==> src/rtl/mips_pkg.sv <==
// Shared MIPS definitions: funct codes used by the decoder, ALU and HI/LO unit,
// plus the HI/LO unit state encoding.
package mips_pkg;

  localparam int unsigned FUNCT_W = 6;

  localparam logic [FUNCT_W-1:0] FN_MFHI  = 6'b010000;
  localparam logic [FUNCT_W-1:0] FN_MTHI  = 6'b010001;
  localparam logic [FUNCT_W-1:0] FN_MFLO  = 6'b010010;
  localparam logic [FUNCT_W-1:0] FN_MTLO  = 6'b010011;
  localparam logic [FUNCT_W-1:0] FN_MULT  = 6'b011000;
  localparam logic [FUNCT_W-1:0] FN_MULTU = 6'b011001;
  localparam logic [FUNCT_W-1:0] FN_DIV   = 6'b011010;
  localparam logic [FUNCT_W-1:0] FN_DIVU  = 6'b011011;

  typedef enum logic [1:0] {
    ST_IDLE = 2'd0,
    ST_MUL  = 2'd1,
    ST_DIV  = 2'd2,
    ST_FIX  = 2'd3
  } hilo_state_t;

endpackage

==> src/rtl/hilo_if.sv <==
// Request/response bundle between the execute stage (master) and the HI/LO unit (slave).
interface hilo_if #(parameter int unsigned WIDTH = 32);
  import mips_pkg::*;

  logic               start;
  logic [FUNCT_W-1:0] op;
  logic [WIDTH-1:0]   rs_val;
  logic [WIDTH-1:0]   rt_val;
  logic               flush;
  logic               busy;
  logic               done;
  logic [WIDTH-1:0]   hi;
  logic [WIDTH-1:0]   lo;

  modport master (output start, op, rs_val, rt_val, flush,
                  input  busy, done, hi, lo);
  modport slave  (input  start, op, rs_val, rt_val, flush,
                  output busy, done, hi, lo);
endinterface

==> src/rtl/muldiv_core.sv <==
// Unsigned iterative engine: one shift-add (multiply) or restoring
// shift-subtract (divide) step per cycle, WIDTH steps per operation.
module muldiv_core #(parameter int unsigned WIDTH = 32) (
  input  logic               clk,
  input  logic               rst,
  input  logic               i_start,
  input  logic               i_is_div,
  input  logic               i_run,
  input  logic [WIDTH-1:0]   i_a,
  input  logic [WIDTH-1:0]   i_b,
  output logic               o_last_c,
  output logic [2*WIDTH-1:0] o_prod,
  output logic [WIDTH-1:0]   o_quot,
  output logic [WIDTH-1:0]   o_rem
);
  localparam int unsigned CW = $clog2(WIDTH);

  logic [CW-1:0]      r_cnt;
  logic               r_is_div;
  logic [WIDTH-1:0]   r_a;
  logic [WIDTH-1:0]   r_b;
  logic [2*WIDTH-1:0] r_acc;
  logic [WIDTH-1:0]   r_quot;
  logic [WIDTH-1:0]   r_rem;

  logic [WIDTH:0] w_sum;
  logic [WIDTH:0] w_shift;
  logic [WIDTH:0] w_diff;

  // Multiplier sits in the low half of the accumulator and shifts out LSB first.
  assign w_sum   = {1'b0, r_acc[2*WIDTH-1:WIDTH]} + {1'b0, r_a & {WIDTH{r_acc[0]}}};
  assign w_shift = {r_rem, r_quot[WIDTH-1]};
  assign w_diff  = w_shift - {1'b0, r_b};

  always_ff @(posedge clk or posedge rst) begin
    if (rst) begin
      r_cnt    <= '0;
      r_is_div <= 1'b0;
      r_a      <= '0;
      r_b      <= '0;
      r_acc    <= '0;
      r_quot   <= '0;
      r_rem    <= '0;
    end else if (i_start) begin
      r_cnt    <= '0;
      r_is_div <= i_is_div;
      r_a      <= i_a;
      r_b      <= i_b;
      r_acc    <= {WIDTH'(0), i_b};
      r_quot   <= i_a;
      r_rem    <= '0;
    end else if (i_run) begin
      r_cnt <= r_cnt + CW'(1);
      if (r_is_div) begin
        // Borrow out of the trial subtract means restore (keep the shifted value).
        if (!w_diff[WIDTH]) begin
          r_rem  <= w_diff[WIDTH-1:0];
          r_quot <= {r_quot[WIDTH-2:0], 1'b1};
        end else begin
          r_rem  <= w_shift[WIDTH-1:0];
          r_quot <= {r_quot[WIDTH-2:0], 1'b0};
        end
      end else begin
        r_acc <= {w_sum, r_acc[WIDTH-1:1]};
      end
    end
  end

  assign o_last_c = (r_cnt == CW'(WIDTH - 1));
  assign o_prod   = r_acc;
  assign o_quot   = r_quot;
  assign o_rem    = r_rem;

endmodule

==> src/rtl/hilo_unit.sv <==
// HI/LO register pair with sequential MULT/MULTU/DIV/DIVU and MTHI/MTLO.
// Operands are reduced to magnitudes; signs are reapplied in the FIX cycle.
module hilo_unit #(parameter int unsigned WIDTH = 32) (
  input  logic   clk,
  input  logic   rst,
  hilo_if.slave  bus
);
  import mips_pkg::*;

  localparam int unsigned W = WIDTH;

  hilo_state_t    r_state, w_state_nxt;
  logic [W-1:0]   r_hi, r_lo, w_hi_nxt, w_lo_nxt;
  logic           r_done, r_busy, w_done_nxt;
  logic           r_is_div, r_neg_q, r_neg_r, r_dz;
  logic [W-1:0]   r_rs_raw;

  logic           w_core_start, w_core_run, w_last_c;
  logic           w_is_mul, w_is_div, w_signed, w_rs_neg, w_rt_neg;
  logic [W-1:0]   w_rs_mag, w_rt_mag, w_quot, w_rem, w_quot_s, w_rem_s;
  logic [2*W-1:0] w_prod, w_prod_s;

  assign w_is_mul = (bus.op == FN_MULT) || (bus.op == FN_MULTU);
  assign w_is_div = (bus.op == FN_DIV)  || (bus.op == FN_DIVU);
  assign w_signed = (bus.op == FN_MULT) || (bus.op == FN_DIV);
  assign w_rs_neg = w_signed & bus.rs_val[W-1];
  assign w_rt_neg = w_signed & bus.rt_val[W-1];
  assign w_rs_mag = w_rs_neg ? -bus.rs_val : bus.rs_val;
  assign w_rt_mag = w_rt_neg ? -bus.rt_val : bus.rt_val;

  muldiv_core #(.WIDTH(W)) u_core (
    .clk      (clk),
    .rst      (rst),
    .i_start  (w_core_start),
    .i_is_div (w_is_div),
    .i_run    (w_core_run),
    .i_a      (w_rs_mag),
    .i_b      (w_rt_mag),
    .o_last_c (w_last_c),
    .o_prod   (w_prod),
    .o_quot   (w_quot),
    .o_rem    (w_rem)
  );

  assign w_prod_s = r_neg_q ? -w_prod : w_prod;
  assign w_quot_s = r_neg_q ? -w_quot : w_quot;
  assign w_rem_s  = r_neg_r ? -w_rem  : w_rem;

  // Next-state and HI/LO write selection.
  always_comb begin
    w_state_nxt  = r_state;
    w_hi_nxt     = r_hi;
    w_lo_nxt     = r_lo;
    w_done_nxt   = 1'b0;
    w_core_start = 1'b0;
    w_core_run   = 1'b0;
    if (bus.flush) begin
      w_state_nxt = ST_IDLE;
    end else begin
      case (r_state)
        ST_IDLE: begin
          if (bus.start) begin
            if (w_is_mul) begin
              w_state_nxt  = ST_MUL;
              w_core_start = 1'b1;
            end else if (w_is_div) begin
              w_state_nxt  = ST_DIV;
              w_core_start = 1'b1;
            end else if (bus.op == FN_MTHI) begin
              w_hi_nxt   = bus.rs_val;
              w_done_nxt = 1'b1;
            end else if (bus.op == FN_MTLO) begin
              w_lo_nxt   = bus.rs_val;
              w_done_nxt = 1'b1;
            end
          end
        end
        ST_MUL, ST_DIV: begin
          w_core_run = 1'b1;
          if (w_last_c) w_state_nxt = ST_FIX;
        end
        ST_FIX: begin
          w_state_nxt = ST_IDLE;
          w_done_nxt  = 1'b1;
          if (r_is_div && r_dz) begin
            w_hi_nxt = r_rs_raw;
            w_lo_nxt = '1;
          end else if (r_is_div) begin
            w_hi_nxt = w_rem_s;
            w_lo_nxt = w_quot_s;
          end else begin
            w_hi_nxt = w_prod_s[2*W-1:W];
            w_lo_nxt = w_prod_s[W-1:0];
          end
        end
        default: w_state_nxt = ST_IDLE;
      endcase
    end
  end

  always_ff @(posedge clk or posedge rst) begin
    if (rst) begin
      r_state  <= ST_IDLE;
      r_hi     <= '0;
      r_lo     <= '0;
      r_done   <= 1'b0;
      r_busy   <= 1'b0;
      r_is_div <= 1'b0;
      r_neg_q  <= 1'b0;
      r_neg_r  <= 1'b0;
      r_dz     <= 1'b0;
      r_rs_raw <= '0;
    end else begin
      r_state <= w_state_nxt;
      r_hi    <= w_hi_nxt;
      r_lo    <= w_lo_nxt;
      r_done  <= w_done_nxt;
      r_busy  <= (w_state_nxt != ST_IDLE);
      if (w_core_start) begin
        r_is_div <= w_is_div;
        r_neg_q  <= w_rs_neg ^ w_rt_neg;
        r_neg_r  <= w_rs_neg;
        r_dz     <= (bus.rt_val == '0);
        r_rs_raw <= bus.rs_val;
      end
    end
  end

  assign bus.busy = r_busy;
  assign bus.done = r_done;
  assign bus.hi   = r_hi;
  assign bus.lo   = r_lo;

endmodule

==> src/flat_wrapper.sv <==
// flat-port wrapper written by rule: the top's interface ports become plain ports
module hilo_unit_flat import mips_pkg::*;
#(parameter int unsigned WIDTH = 32)
  (clk, rst, bus_start, bus_op, bus_rs_val, bus_rt_val, bus_flush, bus_busy, bus_done, bus_hi, bus_lo);
  hilo_if #(.WIDTH(WIDTH)) bus_i ();
  input  logic clk;
  input  logic rst;
  input wire logic [$bits(bus_i.start)-1:0] bus_start;
  input wire logic [$bits(bus_i.op)-1:0] bus_op;
  input wire logic [$bits(bus_i.rs_val)-1:0] bus_rs_val;
  input wire logic [$bits(bus_i.rt_val)-1:0] bus_rt_val;
  input wire logic [$bits(bus_i.flush)-1:0] bus_flush;
  output wire logic [$bits(bus_i.busy)-1:0] bus_busy;
  output wire logic [$bits(bus_i.done)-1:0] bus_done;
  output wire logic [$bits(bus_i.hi)-1:0] bus_hi;
  output wire logic [$bits(bus_i.lo)-1:0] bus_lo;
  assign bus_i.start = bus_start;
  assign bus_i.op = bus_op;
  assign bus_i.rs_val = bus_rs_val;
  assign bus_i.rt_val = bus_rt_val;
  assign bus_i.flush = bus_flush;
  assign bus_busy = bus_i.busy;
  assign bus_done = bus_i.done;
  assign bus_hi = bus_i.hi;
  assign bus_lo = bus_i.lo;
  hilo_unit #(.WIDTH(WIDTH)) u_core (.clk(clk), .rst(rst), .bus(bus_i));
endmodule
==> config.mk <==
export PLATFORM = sky130hd
export DESIGN_NAME = hilo_unit_flat
export DESIGN_NICKNAME = d
export VERILOG_FILES = /design/src/rtl/mips_pkg.sv /design/src/rtl/hilo_if.sv /design/src/rtl/muldiv_core.sv /design/src/rtl/hilo_unit.sv /design/src/flat_wrapper.sv
export SDC_FILE = /design/constraint.sdc
export NUM_CORES = 1
export LEC_CHECK = 0
export BUFFER_PORTS_ARGS = -buffer_cell sky130_fd_sc_hd__buf_2
export CORE_AREA = 2 2 232 234
export CTS_BUF_LIST = sky130_fd_sc_hd__clkbuf_8
export DETAILED_ROUTE_END_ITERATION = 16
export DIE_AREA = 0 0 234 236
export PLACE_DENSITY = 0.54
export SYNTH_ARGS = -nofsm -noshare
export SYNTH_HDL_FRONTEND = slang
export SYNTH_SLANG_ARGS = --single-unit
==> constraint.sdc <==
create_clock -name clk -period 15.9 [get_ports clk]
set_input_delay 0.795 -clock clk [delete_from_list [all_inputs] [get_ports clk]]
set_output_delay 0.795 -clock clk [all_outputs]
set_load 0.005 [all_outputs]
==> impl_results.html <==
<table>
<tr><th>Metric</th><th>Value</th></tr>
<tr><th colspan="2">Setup path</th></tr>
<tr><td>Critical-path cell list</td><td>and2_1 -&gt; ha_1 -&gt; nor2b_1 -&gt; o2111ai_1 -&gt; nand3_1 -&gt; a211oi_1 -&gt; o21ai_0 -&gt; a21oi_1 -&gt; o21ai_0 -&gt; o21ai_0 -&gt; mux2i_1</td></tr>
<tr><td>Worst Reg-to-Reg Cells</td><td>11</td></tr>
<tr><td>Max Fanout on Critical Path</td><td>34</td></tr>
<tr><td>Signal arrival time at the worst endpoint</td><td>4770 ps</td></tr>
<tr><td>Data required time at the worst endpoint</td><td>16480 ps</td></tr>
<tr><td>CP Launch Type</td><td>flip-flop</td></tr>
<tr><td>Most used cell along the critical path</td><td>o21ai_0</td></tr>
<tr><td>Worst reg2reg path endpoint</td><td>u_core.u_core.o_prod[61]</td></tr>
<tr><td>Worst setup slack for register-to-register paths</td><td>11710 ps</td></tr>
<tr><td>Endpoint type of the worst setup path</td><td>flip-flop</td></tr>
<tr><td>Worst Setup Path Type</td><td>flip-flop to flip-flop</td></tr>
<tr><td>CP max stage cell</td><td>dfrtp_1</td></tr>
<tr><td>End point of the critical path</td><td>u_core.u_core.o_prod[61]</td></tr>
<tr><td>Worst stage delay on the critical path</td><td>1100 ps</td></tr>
<tr><td>Reg-to-Reg Start</td><td>u_core.u_core.o_prod[0]</td></tr>
<tr><td>Timing startpoint of the critical path</td><td>u_core.u_core.o_prod[0]</td></tr>
<tr><th colspan="2">Die</th></tr>
<tr><td>Overall die area</td><td>0.0552 mm2</td></tr>
<tr><td>Die outline height</td><td>236 um</td></tr>
<tr><td>Number of placement rows</td><td>85</td></tr>
<tr><td>Die X-Extent</td><td>234 um</td></tr>
<tr><td>Boundary Pins</td><td>140</td></tr>
<tr><td>Effective utilization at floorplan</td><td>39.2%</td></tr>
<tr><td>Placeable core area</td><td>0.0531 mm2</td></tr>
<tr><th colspan="2">STA</th></tr>
<tr><td>Worst Clk Skew</td><td>27.7 ps</td></tr>
<tr><td>Final-report setup violation count</td><td>0</td></tr>
<tr><td>Worst max-slew margin expressed relative to the limit</td><td>16.2%</td></tr>
<tr><td>RSZ-0062 raised after global routing</td><td>false</td></tr>
<tr><td>Crit path time final</td><td>4190 ps</td></tr>
<tr><td>Max Clock Freq</td><td>238 MHz</td></tr>
<tr><td>Period Utilization, post-route</td><td>26.4%</td></tr>
<tr><td>Count of final max-slew check failures</td><td>0</td></tr>
<tr><td>Slew at the pin closest to its max-slew limit</td><td>1240 ps</td></tr>
<tr><td>Final hold violation count</td><td>0</td></tr>
<tr><td>Setup TNS</td><td>0 ps</td></tr>
<tr><th colspan="2">Synthesis</th></tr>
<tr><td>Main flop type after synthesis</td><td>dfrtp_1</td></tr>
<tr><td>Leading area contributor after synthesis</td><td>dfrtp_1</td></tr>
<tr><td>Sequential fraction of the synthesis area</td><td>36.1%</td></tr>
<tr><td>Main area contributors after synthesis</td><td>dfrtp_1 (36%), nand2_1 (7.0%), a21oi_1 (6.7%), xnor2_1 (5.2%), ha_1 (4.4%)</td></tr>
<tr><td>Synthesized flop and latch total</td><td>300</td></tr>
<tr><td>Mean post-synth cell area</td><td>8.12 um2</td></tr>
<tr><td>Post-synth EDFFs</td><td>0</td></tr>
<tr><td>Yosys synthesis warning count</td><td>0</td></tr>
<tr><td>Cell count after synthesis</td><td>2563</td></tr>
<tr><td>Unique cell type count in the Yosys netlist</td><td>77</td></tr>
<tr><td>Top-area cell type share of the netlist area</td><td>36.1%</td></tr>
<tr><td>Async set-reset flop share out of synthesis</td><td>100%</td></tr>
<tr><td>Mapped cell area</td><td>0.0208 mm2</td></tr>
<tr><td>Post-synthesis net count</td><td>2712</td></tr>
<tr><th colspan="2">GRT</th></tr>
<tr><td>Total grt overflow</td><td>0</td></tr>
<tr><td>GRT Util Overall</td><td>28.7%</td></tr>
<tr><td>Vias in the first global route</td><td>19154</td></tr>
<tr><td>Global-route wire length before repair</td><td>120000 um</td></tr>
<tr><td>Number of antenna violations at the first check in global routing</td><td>1</td></tr>
<tr><td>Maximum number of pins on one net before global-route repair</td><td>177</td></tr>
<tr><th colspan="2">Layout</th></tr>
<tr><td>Area Growth Syn to Fin</td><td>11.3%</td></tr>
<tr><td>Final std cell area, no fill</td><td>0.0232 mm2</td></tr>
<tr><td>Final Non-Filler Cells</td><td>3364</td></tr>
<tr><td>Final core utilization</td><td>43.7%</td></tr>
<tr><td>Net total in the final layout</td><td>2773</td></tr>
<tr><td>ANT cells</td><td>0</td></tr>
<tr><td>Share of final-layout standard cells stronger than drive strength 1</td><td>10.6%</td></tr>
<tr><td>Total of fill cells in the finished design</td><td>5344</td></tr>
<tr><td>Most common cell after layout, fill and taps aside</td><td>nand2_1</td></tr>
<tr><td>Most frequent cells in the layout</td><td>nand2_1 (387), dfrtp_1 (297), a21oi_1 (277)</td></tr>
<tr><th colspan="2">Outcome</th></tr>
<tr><td>Outcome</td><td>completed</td></tr>
<tr><th colspan="2">Route</th></tr>
<tr><td>DRT Pass-1 Iters</td><td>6</td></tr>
<tr><td>Routed wire per std cell</td><td>23.8 um</td></tr>
<tr><td>DRT iter0 DRCs</td><td>1808</td></tr>
<tr><td>Vias after detailed routing</td><td>20036</td></tr>
<tr><td>Drc violations</td><td>0</td></tr>
<tr><td>Vias per Instance</td><td>5.96</td></tr>
<tr><td>Routed wire length</td><td>80100 um</td></tr>
<tr><td>Number of antenna-violating nets in the routed design</td><td>0</td></tr>
<tr><th colspan="2">CTS</th></tr>
<tr><td>Inserted Clock Buffers</td><td>57</td></tr>
<tr><td>Resize count post-CTS</td><td>0</td></tr>
<tr><td>CTS sink count</td><td>300</td></tr>
<tr><td>CTS root buffer</td><td>clkbuf_8</td></tr>
<tr><td>TritonCTS clock tree</td><td>done</td></tr>
<tr><td>Number of buffers inserted for hold repair after clock tree synthesis</td><td>0</td></tr>
<tr><td>Max H-tree Level</td><td>2</td></tr>
<tr><td>Clock buffer depth</td><td>3</td></tr>
<tr><td>Setup Buffers After CTS</td><td>0</td></tr>
<tr><td>Clock transition at the registers of the reported paths</td><td>60 ps</td></tr>
<tr><td>Insertion delay of the later-clocked pin in the worst-skew pair</td><td>670 ps</td></tr>
<tr><th colspan="2">Power and ir drop</th></tr>
<tr><td>Power dissipated by switching net loads</td><td>1960 uW</td></tr>
<tr><td>Sw Ratio</td><td>46.4%</td></tr>
<tr><td>Clk network pwr share</td><td>18.7%</td></tr>
<tr><td>Flop pwr share</td><td>34.2%</td></tr>
<tr><td>Worst ir drop on vdd</td><td>0.133 mV</td></tr>
<tr><td>Leak Pwr</td><td>0.0102 uW</td></tr>
<tr><td>Total power of the final layout</td><td>4230 uW</td></tr>
<tr><td>P_int</td><td>2270 uW</td></tr>
<tr><td>Pwr/cell area</td><td>183 mW/mm2</td></tr>
<tr><td>Gate power share</td><td>47.1%</td></tr>
<tr><th colspan="2">Placed design</th></tr>
<tr><td>I/O Buffers</td><td>139</td></tr>
<tr><td>HPWL after DPL</td><td>58500 um</td></tr>
<tr><td>Cell total after placement</td><td>3261</td></tr>
<tr><td>Final Wtd Congestion</td><td>0.940</td></tr>
<tr><td>Post-detailed-placement cell area</td><td>0.0220 mm2</td></tr>
<tr><th colspan="2">Worst hold path</th></tr>
<tr><td>Tightest Hold Check Type</td><td>input port to async pin</td></tr>
<tr><th colspan="2">Run</th></tr>
<tr><td>Count of maximum capacitance violations</td><td>0</td></tr>
</table>
critical path, delay by kind of cell (launching register included):
kind	cells	cell delay (ps)
compound gates	6	1980
fa+ha+maj	1	260
flops	1	1100
simple gates	3	550
mux	1	210
Yosys cell counts, drive strengths merged, types with 6 or more instances:
cell type  number
xor2          102
o21ai         165
o221ai         38
o21bai          6
nand2         388
xnor2         124
a211oi         15
o31ai          43
and2           42
o211ai         24
a31oi          44
nand2b         24
nor2          216
nand4          10
and3           71
o21a            6
mux2i          55
or3            24
or4            34
nor2b          14
inv            74
buf            24
clkbuf        133
dfrtp         300
nand3b          6
or2            12
nor3           35
nor4           24
ha             73
a21o           27
a21oi         280
o41ai          26
nand3          33
cell type report:
cell class | instances | area (um2) | area share (%)
Clock buffer | 71 | 977 | 4.22
Clock inverter | 32 | 189 | 0.816
Inverter | 75 | 289 | 1.25
Multi-Input combinational cell | 2031 | 12500 | 53.8
Sequential cell | 300 | 7510 | 32.4
Tap cell | 696 | 871 | 3.76
Timing Repair Buffer | 159 | 858 | 3.70
cell families after synthesis:
logic type                 share of synthesized area (%)
AOI/OAI and AO/OA                                   21.4
adders and majority gates                           4.58
DFF                                                 36.1
xor gates and xnor gates                            9.51
buffers and inverters                               4.24
muxes                                               2.81
and+or+nand+nor                                     21.4
power groups by stage:
stage / Combinational [uW] / Clock [uW] / Sequential [uW]
detailed placement: 1950 / 0 / 1440
CTS: 1970 / 806 / 1430
finish: 1990 / 790 / 1450
global placement: 1930 / 0 / 1430
floorplan: 1500 / 0 / 1240
global route: 2210 / 843 / 1470
how the worst min path moves through the flow:
stage / startpoint / endpoint / slack [ps]
final: rst / u_core.u_core.o_prod[53] / 240
after global routing: rst / u_core.u_core.o_prod[53] / 350
after CTS: rst / u_core.u_core.o_prod[63] / 330
after detailed placement: u_core.r_rs_raw[18] / u_core.r_rs_raw[18] / 460
after global placement: u_core.r_rs_raw[13] / u_core.r_rs_raw[13] / 460
after floorplan: u_core.r_rs_raw[27] / u_core.r_rs_raw[27] / 440
layer usage:
layer  routed length (um)  global-route usage [%]  up-vias
met2                36000                    44.6      758
met1                34800                    39.6     9869
met4                 3910                    13.2        0
met3                 5280                    3.55      163
met5                    0                       0        -
li1                     -                       -     9246
flip-flops by register name, indices dropped and copies added, names as in the netlist:
name and cells:
u_core.r_dz 1, u_core.bus.busy 1, u_core.u_core.r_b 32, u_core.bus.done 1, u_core.r_state 2, u_core.r_rs_raw 31
u_core.r_neg_r 1, u_core.u_core.r_a 32, u_core.r_is_div 1, u_core.u_core.o_prod 64, u_core.r_neg_q 1, u_core.bus.hi 32
u_core.u_core.o_rem 32, u_core.u_core.r_cnt 5, u_core.u_core.o_quot 32, u_core.bus.lo 32
per-stage QoR:
stage	hold slack (ps)	worst slack [ps]
floorplan	437	6820
CTS	332	11780
global placement	457	11780
global route	347	11360
detailed placement	464	11780
finish	240	11710
Power figures use the tool's default switching activity.
